--- config.mk ---
export PLATFORM = sky130hd
export DESIGN_NAME = fwd_hazard_unit
export DESIGN_NICKNAME = d
export VERILOG_FILES = /design/src/rtl/hazard_pkg.sv /design/src/rtl/fwd_src_match.sv /design/src/rtl/fwd_hazard_unit.sv
export SDC_FILE = /design/constraint.sdc
export NUM_CORES = 1
export LEC_CHECK = 0
export CAP_MARGIN = 10
export CORE_UTILIZATION = 45
export DETAILED_ROUTE_END_ITERATION = 12
export PLACE_DENSITY_LB_ADDON = 0.1
export SETUP_SLACK_MARGIN = 0.4
export SLEW_MARGIN = 20
export SYNTH_ARGS = -nofsm -noshare
export SYNTH_HDL_FRONTEND = slang
export SYNTH_SLANG_ARGS = --single-unit
--- constraint.sdc ---
create_clock -name clk -period 7.1 [get_ports clk]
set_clock_uncertainty 0.05 [all_clocks]
set_input_delay 2.13 -clock clk [delete_from_list [all_inputs] [get_ports clk]]
set_output_delay 2.13 -clock clk [all_outputs]
set_load 0.05 [all_outputs]
--- src/rtl/hazard_pkg.sv ---
// Shared types and constants for the forwarding / load-use hazard unit.
// Stage info carries a destination index wide enough for any supported REG_AW.
package hazard_pkg;

  localparam logic [1:0] FWD_RF  = 2'b00;
  localparam logic [1:0] FWD_WB  = 2'b01;
  localparam logic [1:0] FWD_MEM = 2'b10;

  // rd is zero-extended into this width so the struct is independent of REG_AW (REG_AW <= 8).
  localparam int STAGE_RD_W = 8;

  typedef struct packed {
    logic                  valid;
    logic [STAGE_RD_W-1:0] rd;
    logic                  regwrite;
    logic                  is_load;
  } stage_info_t;

endpackage

--- src/rtl/fwd_src_match.sv ---
// Compares one source operand against a younger (near) and an older (far) producer stage.
// Yields a forward select plus per-stage load-match flags for the hazard logic.
module fwd_src_match
  import hazard_pkg::*;
#(
  parameter int REG_AW       = 5,
  parameter bit FAR_LOAD_FWD = 1'b1
) (
  input  logic [REG_AW-1:0] src,
  input  logic              src_used,
  input  logic              src_valid,
  input  stage_info_t       near_info,
  input  stage_info_t       far_info,
  output logic [1:0]        sel,
  output logic              near_load_match,
  output logic              far_load_match
);

  logic [STAGE_RD_W-1:0] src_ext_s;
  logic                  enable_s;
  logic                  near_hit_s;
  logic                  far_hit_s;

  assign src_ext_s = STAGE_RD_W'(src);

  // Producer matching and select priority: the younger producer always wins.
  always_comb begin
    enable_s        = src_valid && src_used && (src != '0);
    near_hit_s      = enable_s && near_info.valid && near_info.regwrite &&
                      (near_info.rd == src_ext_s);
    far_hit_s       = enable_s && far_info.valid && far_info.regwrite &&
                      (far_info.rd == src_ext_s);
    near_load_match = near_hit_s && near_info.is_load;
    far_load_match  = far_hit_s && far_info.is_load;
    sel             = FWD_RF;
    if (near_hit_s) begin
      sel = FWD_MEM;
    end else if (far_hit_s && (FAR_LOAD_FWD || !far_info.is_load)) begin
      sel = FWD_WB;
    end else begin
      sel = FWD_RF;
    end
  end

endmodule

--- src/rtl/fwd_hazard_unit.sv ---
// Forwarding select and load-use stall generator for a 5-stage RISC-V pipeline.
// Tracks its own EX/MEM/WB shadow of destination info and counts stall cycles.
module fwd_hazard_unit
  import hazard_pkg::*;
#(
  parameter int NUM_SRC  = 2,
  parameter int REG_AW   = 5,
  parameter int LOAD_LAT = 1,
  parameter int CNT_W    = 16
) (
  input  logic                      clk,
  input  logic                      reset,
  input  logic                      id_valid,
  input  logic [NUM_SRC*REG_AW-1:0] id_rs,
  input  logic [NUM_SRC-1:0]        id_rs_used,
  input  logic [REG_AW-1:0]         id_rd,
  input  logic                      id_regwrite,
  input  logic                      id_is_load,
  input  logic                      ext_stall,
  input  logic                      flush,
  output logic [NUM_SRC*2-1:0]      fwd_sel,
  output logic                      stall_id,
  output logic                      bubble_ex,
  output logic [CNT_W-1:0]          stall_cnt
);

  stage_info_t               id_info_s;
  stage_info_t               ex_info_r;
  stage_info_t               mem_info_r;
  stage_info_t               wb_info_r;
  logic [NUM_SRC*REG_AW-1:0] ex_rs_r;
  logic [NUM_SRC-1:0]        ex_rs_used_r;
  logic [NUM_SRC-1:0]        ex_near_load_s;
  logic [NUM_SRC-1:0]        ex_far_load_s;
  logic [NUM_SRC-1:0]        id_near_load_s;
  logic [NUM_SRC-1:0]        id_far_load_s;
  logic [NUM_SRC*2-1:0]      id_sel_s;
  logic                      hazard_s;
  logic                      unused_s;

  // Pack the ID instruction into the common stage format.
  always_comb begin
    id_info_s          = '0;
    id_info_s.valid    = id_valid;
    id_info_s.rd       = STAGE_RD_W'(id_rd);
    id_info_s.regwrite = id_regwrite;
    id_info_s.is_load  = id_is_load;
  end

  // EX sources look at MEM/WB for forwarding; ID sources look at EX/MEM for load-use.
  for (genvar i = 0; i < NUM_SRC; i++) begin : g_src
    fwd_src_match #(
      .REG_AW      (REG_AW),
      .FAR_LOAD_FWD(LOAD_LAT == 1)
    ) u_ex_match (
      .src            (ex_rs_r[i*REG_AW +: REG_AW]),
      .src_used       (ex_rs_used_r[i]),
      .src_valid      (ex_info_r.valid),
      .near_info      (mem_info_r),
      .far_info       (wb_info_r),
      .sel            (fwd_sel[i*2 +: 2]),
      .near_load_match(ex_near_load_s[i]),
      .far_load_match (ex_far_load_s[i])
    );

    fwd_src_match #(
      .REG_AW      (REG_AW),
      .FAR_LOAD_FWD(1'b1)
    ) u_id_match (
      .src            (id_rs[i*REG_AW +: REG_AW]),
      .src_used       (id_rs_used[i]),
      .src_valid      (id_valid),
      .near_info      (ex_info_r),
      .far_info       (mem_info_r),
      .sel            (id_sel_s[i*2 +: 2]),
      .near_load_match(id_near_load_s[i]),
      .far_load_match (id_far_load_s[i])
    );
  end

  // A load still in MEM only blocks the consumer when load data skips the WB bypass.
  always_comb begin
    hazard_s = 1'b0;
    if (LOAD_LAT >= 2) begin
      hazard_s = (|id_near_load_s) || (|id_far_load_s);
    end else begin
      hazard_s = |id_near_load_s;
    end
    stall_id  = hazard_s && !flush;
    bubble_ex = stall_id || flush;
  end

  assign unused_s = ^{ex_near_load_s, ex_far_load_s, id_sel_s};

  // Shadow pipeline: freeze beats everything, otherwise advance with an optional EX bubble.
  always_ff @(posedge clk) begin
    if (reset) begin
      ex_info_r    <= '0;
      mem_info_r   <= '0;
      wb_info_r    <= '0;
      ex_rs_r      <= '0;
      ex_rs_used_r <= '0;
    end else if (ext_stall) begin
      ex_info_r    <= ex_info_r;
      mem_info_r   <= mem_info_r;
      wb_info_r    <= wb_info_r;
      ex_rs_r      <= ex_rs_r;
      ex_rs_used_r <= ex_rs_used_r;
    end else begin
      mem_info_r <= ex_info_r;
      wb_info_r  <= mem_info_r;
      if (bubble_ex) begin
        ex_info_r    <= '0;
        ex_rs_r      <= '0;
        ex_rs_used_r <= '0;
      end else begin
        ex_info_r    <= id_info_s;
        ex_rs_r      <= id_rs;
        ex_rs_used_r <= id_rs_used;
      end
    end
  end

  // Saturating count of load-use stall cycles that actually take effect.
  always_ff @(posedge clk) begin
    if (reset) begin
      stall_cnt <= '0;
    end else if (stall_id && !ext_stall && (stall_cnt != {CNT_W{1'b1}})) begin
      stall_cnt <= stall_cnt + CNT_W'(1);
    end else begin
      stall_cnt <= stall_cnt;
    end
  end

endmodule

==> impl_metrics.env, run 1 <==
export IMPL_hold_slack_ns=0.434
export IMPL_grt_pass1_wl_mm=9.60
export IMPL_r2r_end="stall_cnt[5]$_SDFFE_PP0P_"
export IMPL_grtUsageMet1_pct=32.1
export IMPL_setup_viol=0
export IMPL_leakage_nw=1.11
export IMPL_report_final_slew_viol_count=0
export IMPL_post_dp_cell_area_um2=3000
export IMPL_fillers=490
export IMPL_finalCritPeriodShare_pct=92.6
export IMPL_min_delay_start="ex_info_r[0]$_SDFFE_PP0N_"
export IMPL_hold_buffers=0
export IMPL_fin_area_um2=3090
export IMPL_status="finished clean"
export IMPL_cp_end_kind="output port"
export IMPL_critPathKind="primary input to output port"
export IMPL_die_y_um=76.7
export IMPL_slowest_stage="clkdlybuf4s50_1"
export IMPL_min_path_type="flip-flop to flip-flop"
export IMPL_clk_latency_ns=0.29
export IMPL_port_buffers=45
export IMPL_synth_edff_count=0
export IMPL_endpoint="stall_id"
export IMPL_routed_wl_mm=5.66
export IMPL_synthCells=256
export IMPL_htreeDepth=2
export IMPL_diodes=0
export IMPL_cts_tree="done"
export IMPL_p_per_area_nw_per_um2=168
export IMPL_ir_drop_mv=0.106
export IMPL_wl_per_cell_um=15.3
export IMPL_reg2regPathDepth=6
export IMPL_drive_gt1_share_pct=10.0
export IMPL_place_congestion=0.801
export IMPL_startpoint="id_valid"
export IMPL_worstSetupStartpointType="primary input"
export IMPL_netlist_cell_type_count=48
export IMPL_crit_fanout=4
export IMPL_drtAntennaViolNets=0
export IMPL_ios=46
export IMPL_cts_made_buffers=5
export IMPL_slowest_delay_ns=0.81
export IMPL_grtUsageMet3_pct=3.69
export IMPL_critPathArrivalTime_ns=4.39
export IMPL_worstMarginPinSlew_ns=0.898
export IMPL_path_cells="clkdlybuf4s50_1 -> and4_2 -> nand3b_1 -> nor4_4 -> nor2_1 -> nor2_1 -> clkdlybuf4s50_1"
export IMPL_route_detailed_drc=0
export IMPL_ys_ff_latch=50
export IMPL_syn_to_final_growth_pct=23.2
export IMPL_rows=26
export IMPL_cts_sinks=50
export IMPL_gr_usage_met2_pct=27.9
export IMPL_final_common_cell="dfxtp_1"
export IMPL_postSynthAreaPerCell_um2=9.80
export IMPL_drt_initial_drc_count=120
export IMPL_reg2reg_from="ex_info_r[10]$_SDFFE_PP0N_"
export IMPL_die_area_um2=5880
export IMPL_cp_top_family="buffers and inverters"
export IMPL_clk_pin_slew_worst_paths_ns=0.09
export IMPL_final_min_clock_period_ns=6.57
export IMPL_drv_cap=0
export IMPL_grt_max_degree=34
export IMPL_async_flop_share_pct=0
export IMPL_ys_warnings_count=0
export IMPL_grt_busiest_layer="met1"
export IMPL_post_cts_buffers=0
export IMPL_cp_num_cells=7
export IMPL_layout_common_cells="dfxtp_1, clkdlybuf4s50_1, nor2_1, a22o_1, xnor2_1"
export IMPL_max_freq_mhz=152
export IMPL_grtUsageTotal_pct=20.5
export IMPL_fp_dieW_um=76.7
export IMPL_first_pass_iters=4
export IMPL_finalHoldViolations=0
export IMPL_r2r_slack_ns=4.85
export IMPL_start_util_pct=47.9
export IMPL_stdcell_count=370
export IMPL_antenna_found_initial=0
export IMPL_rsz0062_at_grt="false"
export IMPL_hpwl_mm=4.22
export IMPL_synth_ff_type="dfxtp_1"
export IMPL_path_buf_inv=2
export IMPL_gr_total_overflow=0
export IMPL_synth_area_um2=2510
export IMPL_clk_path_buf_depth=2
export IMPL_synth_seq_area_share_pct=39.9
export IMPL_fp_coreArea_um2=5240
export IMPL_tns_ns=0
export IMPL_cts_root_buf="clkbuf_8"
export IMPL_crit_required_ns=4.92
export IMPL_vias_per_cell=5.58
export IMPL_placed_cells=362
export IMPL_vias=2063
export IMPL_grt_pass1_vias=1888
export IMPL_fin_nets=324
export IMPL_timing_slew_headroom_pct=39.9
export IMPL_synthesis_nets=281
-- state kept, by name, indices dropped and copies added, names as in the netlist --
signal and flops:
mem_info_r 7, ex_info_r 8, wb_info_r 7, stall_cnt 16
ex_rs_r 10, ex_rs_used_r 2
-- Yosys cell counts (5+ instances only) --
library cell,instances,area [µm²]
a21oi_1,8,40.0
a22o_1,20,175
buf_4,5,37.5
dfxtp_1,50,1000
mux2i_1,15,150
nand2_1,7,26.3
nand3_1,9,45.0
nand4_1,7,43.8
nor2_1,26,97.6
nor3_1,6,30.0
nor4_1,5,31.3
o21ai_0,6,30.0
or3_1,8,50.1
xnor2_1,17,149
xor2_1,16,140
-- area by class of cell --
class                      instances  area, µm²  area share (%)
clock buffer                       6       82.6            2.67
clock inverter                     2       12.5           0.405
inverter                           4       15.0           0.486
multi-input combinational        190       1420            46.0
sequential                        50       1000            32.4
tap                               70       87.6            2.83
timing repair buffer              48        472            15.3
-- how the worst min path moves through the flow --
stage | cells after the start | slack [ns] | endpoint
5_1_grt | 1 | 0.45 | ex_rs_used_r[1]$_SDFFE_PP0N_
4_1_cts | 1 | 0.43 | ex_info_r[0]$_SDFFE_PP0N_
3_5_place_dp | 1 | 0.41 | ex_info_r[0]$_SDFFE_PP0N_
6_report | 1 | 0.43 | ex_info_r[0]$_SDFFE_PP0N_
3_3_place_gp | 1 | 0.40 | ex_info_r[0]$_SDFFE_PP0N_
2_1_floorplan | 1 | 0.38 | ex_info_r[0]$_SDFFE_PP0N_
-- kinds of logic (layout without fill, tap and decap cells) --
kind of cell | count (synthesis) | after routing | share of synthesized area (%)
AND/OR/NAND/NOR | 90 | 90 | 22.3
AO/OA/AOI/OAI | 50 | 50 | 15.9
flip-flops | 50 | 50 | 39.9
XOR/XNOR | 33 | 33 | 11.5
multiplexers | 16 | 16 | 6.43
buffers and inverters | 16 | 60 | 3.49
adder cells (fa/ha/maj) | 1 | 1 | 0.498
-- timing repair --
action,CTS,global route
endpoints found under the hold margin,0,0
resized for setup,1,0
setup endpoints to repair,1,0
-- through the flow --
stage | total power [mW] | utilization [%] | worst slack [ns]
2_1_floorplan | 0.332 | - | 1.39
3_3_place_gp | 0.356 | 57.2 | 0.401
3_5_place_dp | 0.356 | 57.2 | 0.403
4_1_cts | 0.525 | 59.0 | 0.539
5_1_grt | 0.545 | 59.0 | 0.428
6_report | 0.520 | 59.0 | 0.527
-- report_power, final --
part           total [mW]  switching, mW  internal (mW)
logic              0.0556         0.0268         0.0288
registers           0.294        0.00798          0.286
clock network       0.171         0.0924         0.0785
-- per-layer routing --
layer	routed length [µm]	part of all wire (%)
met1	3120	55
met2	2330	41
met3	182	3.2
met4	27	0.48
met5	0	0
(Power assumes the default switching activity.)
==> run 2: changes to the inputs <==
==> constraint.sdc (replaced) <==
create_clock -name clk -period 7.3 [get_ports clk]
set_clock_uncertainty 0.05 [all_clocks]
set_input_delay 2.19 -clock clk [delete_from_list [all_inputs] [get_ports clk]]
set_output_delay 2.19 -clock clk [all_outputs]
set_load 0.01 [all_outputs]
==> impl_metrics.env, run 2 (synthesis results as in run 1) <==
export IMPL_status="finished clean"
export IMPL_ctsResizeCount=0
export IMPL_timing_slew_headroom_pct=39.4
export IMPL_ir_drop_mv=0.0737
export IMPL_cp_end_kind="output port"
export IMPL_drtAntennaViolNets=0
export IMPL_antenna_found_initial=0
export IMPL_cts_made_buffers=5
export IMPL_die_y_um=76.7
export IMPL_critPathKind="primary input to output port"
export IMPL_clk_path_buf_depth=2
export IMPL_final_min_clock_period_ns=6.61
export IMPL_gr_total_overflow=0
export IMPL_ios=46
export IMPL_fin_nets=324
export IMPL_post_cts_buffers=0
export IMPL_vias=2047
export IMPL_largest_reg_flops=16
export IMPL_critPathArrivalTime_ns=4.37
export IMPL_routed_wl_mm=5.81
export IMPL_vias_per_cell=5.53
export IMPL_syn_to_final_growth_pct=23.0
export IMPL_cts_root_buf="clkbuf_8"
export IMPL_reg2regPathDepth=6
export IMPL_max_freq_mhz=151
export IMPL_startpoint="id_rs[1]"
export IMPL_port_buffers=45
export IMPL_largest_register="stall_cnt"
export IMPL_hpwl_mm=4.19
export IMPL_top_regs="stall_cnt (16), ex_rs_r (10), ex_info_r (8)"
export IMPL_report_final_slew_viol_count=0
export IMPL_rows=26
export IMPL_min_path_type="flip-flop to flip-flop"
export IMPL_cts_sinks=50
export IMPL_finalHoldViolations=0
export IMPL_grt_max_degree=34
export IMPL_layout_common_cells="dfxtp_1, clkdlybuf4s50_1, nor2_1, a22o_1, xnor2_1"
export IMPL_clk_pin_slew_worst_paths_ns=0.09
export IMPL_grt_pass1_vias=1951
export IMPL_endpoint="bubble_ex"
export IMPL_clk_latency_ns=0.31
export IMPL_setup_viol=0
export IMPL_diodes=0
export IMPL_worst_slack_ns=0.686
export IMPL_hold_buffers=0
export IMPL_drt_initial_drc_count=111
export IMPL_first_pass_iters=4
export IMPL_r2r_end="stall_cnt[5]$_SDFFE_PP0P_"
export IMPL_route_detailed_drc=0
export IMPL_finalCritPeriodShare_pct=90.6
export IMPL_grtUsageTotal_pct=21.0
export IMPL_rsz0062_at_grt="false"
export IMPL_start_util_pct=47.9
export IMPL_worstMarginPinSlew_ns=0.907
export IMPL_reg2reg_from="ex_info_r[10]$_SDFFE_PP0N_"
export IMPL_r2r_slack_ns=5.12
export IMPL_grt_pass1_wl_mm=9.74
export IMPL_drv_cap=0
export IMPL_place_congestion=0.806
export IMPL_wl_per_cell_um=15.7
export IMPL_cts_tree="done"
export IMPL_min_delay_start="ex_info_r[0]$_SDFFE_PP0N_"
export IMPL_p_per_area_nw_per_um2=164
export IMPL_crit_fanout=4
export IMPL_htreeDepth=2
export IMPL_leakage_nw=1.10
export IMPL_fp_coreArea_um2=5240
export IMPL_final_common_cell="dfxtp_1"
export IMPL_fp_dieW_um=76.7
export IMPL_drive_gt1_share_pct=10.0
export IMPL_worstSetupStartpointType="primary input"
export IMPL_tns_ns=0
export IMPL_die_area_um2=5880
export IMPL_crit_required_ns=5.06
export IMPL_dp_slack_ns=0.691
==> run 2: where the power goes <==
group	internal (mW)	total, mW	switching (mW)
sequential	0.278	0.286	0.00770
combinational	0.0282	0.0537	0.0255
clock	0.0676	0.166	0.0987
total	0.374	0.506	0.132
==> run 2: metrics by stage <==
stage / area, µm² / power, mW / cells / utilization (%) / hold slack, ns
6_report: 3090 / 0.506 / 370 / 59.0 / 0.431
5_1_grt: 3090 / 0.527 / 370 / 59.0 / 0.461
4_1_cts: 3090 / 0.512 / 370 / 59.0 / 0.438
3_5_place_dp: 3000 / 0.346 / 362 / 57.2 / 0.413
3_3_place_gp: 3000 / 0.345 / 362 / 57.2 / 0.401
2_1_floorplan: 2510 / 0.322 / 256 / - / 0.385
==> run 2: how the worst min path moves through the flow <==
stage / endpoint / cells past startpoint
after floorplan: ex_info_r[0]$_SDFFE_PP0N_ / 1
after global placement: ex_info_r[0]$_SDFFE_PP0N_ / 1
after detailed placement: ex_rs_used_r[1]$_SDFFE_PP0N_ / 1
after CTS: ex_rs_used_r[0]$_SDFFE_PP0N_ / 1
after global routing: ex_rs_used_r[1]$_SDFFE_PP0N_ / 1
final: ex_info_r[0]$_SDFFE_PP0N_ / 1
==> run 2: routing by layer <==
layer / vias up / track usage, % / wire length (µm) / share of wire, %
li1: 1019 / - / - / -
met1: 977 / 31.5 / 3230 / 56
met2: 46 / 29.1 / 2320 / 40
met3: 5 / 3.81 / 198 / 3.4
met4: 0 / 8.65 / 70 / 1.2
met5: - / 0 / 0 / 0
==> run 2: critical path, cell delays in order <==
cell and delay [ns]:
clkdlybuf4s50_1 0.47, or4_4 0.57, a21oi_4 0.23, nor4_4 0.09, or3_1 0.35, clkdlybuf4s50_1 0.48
==> run 2: area by class of cell <==
class,instances,area [µm²]
Multi-Input combinational cell,190,1420
Inverter,4,15.0
Fill cell,484,2150
Clock buffer,5,68.8
Clock inverter,3,21.3
Tap cell,70,87.6
Sequential cell,50,1000
Timing Repair Buffer,48,473
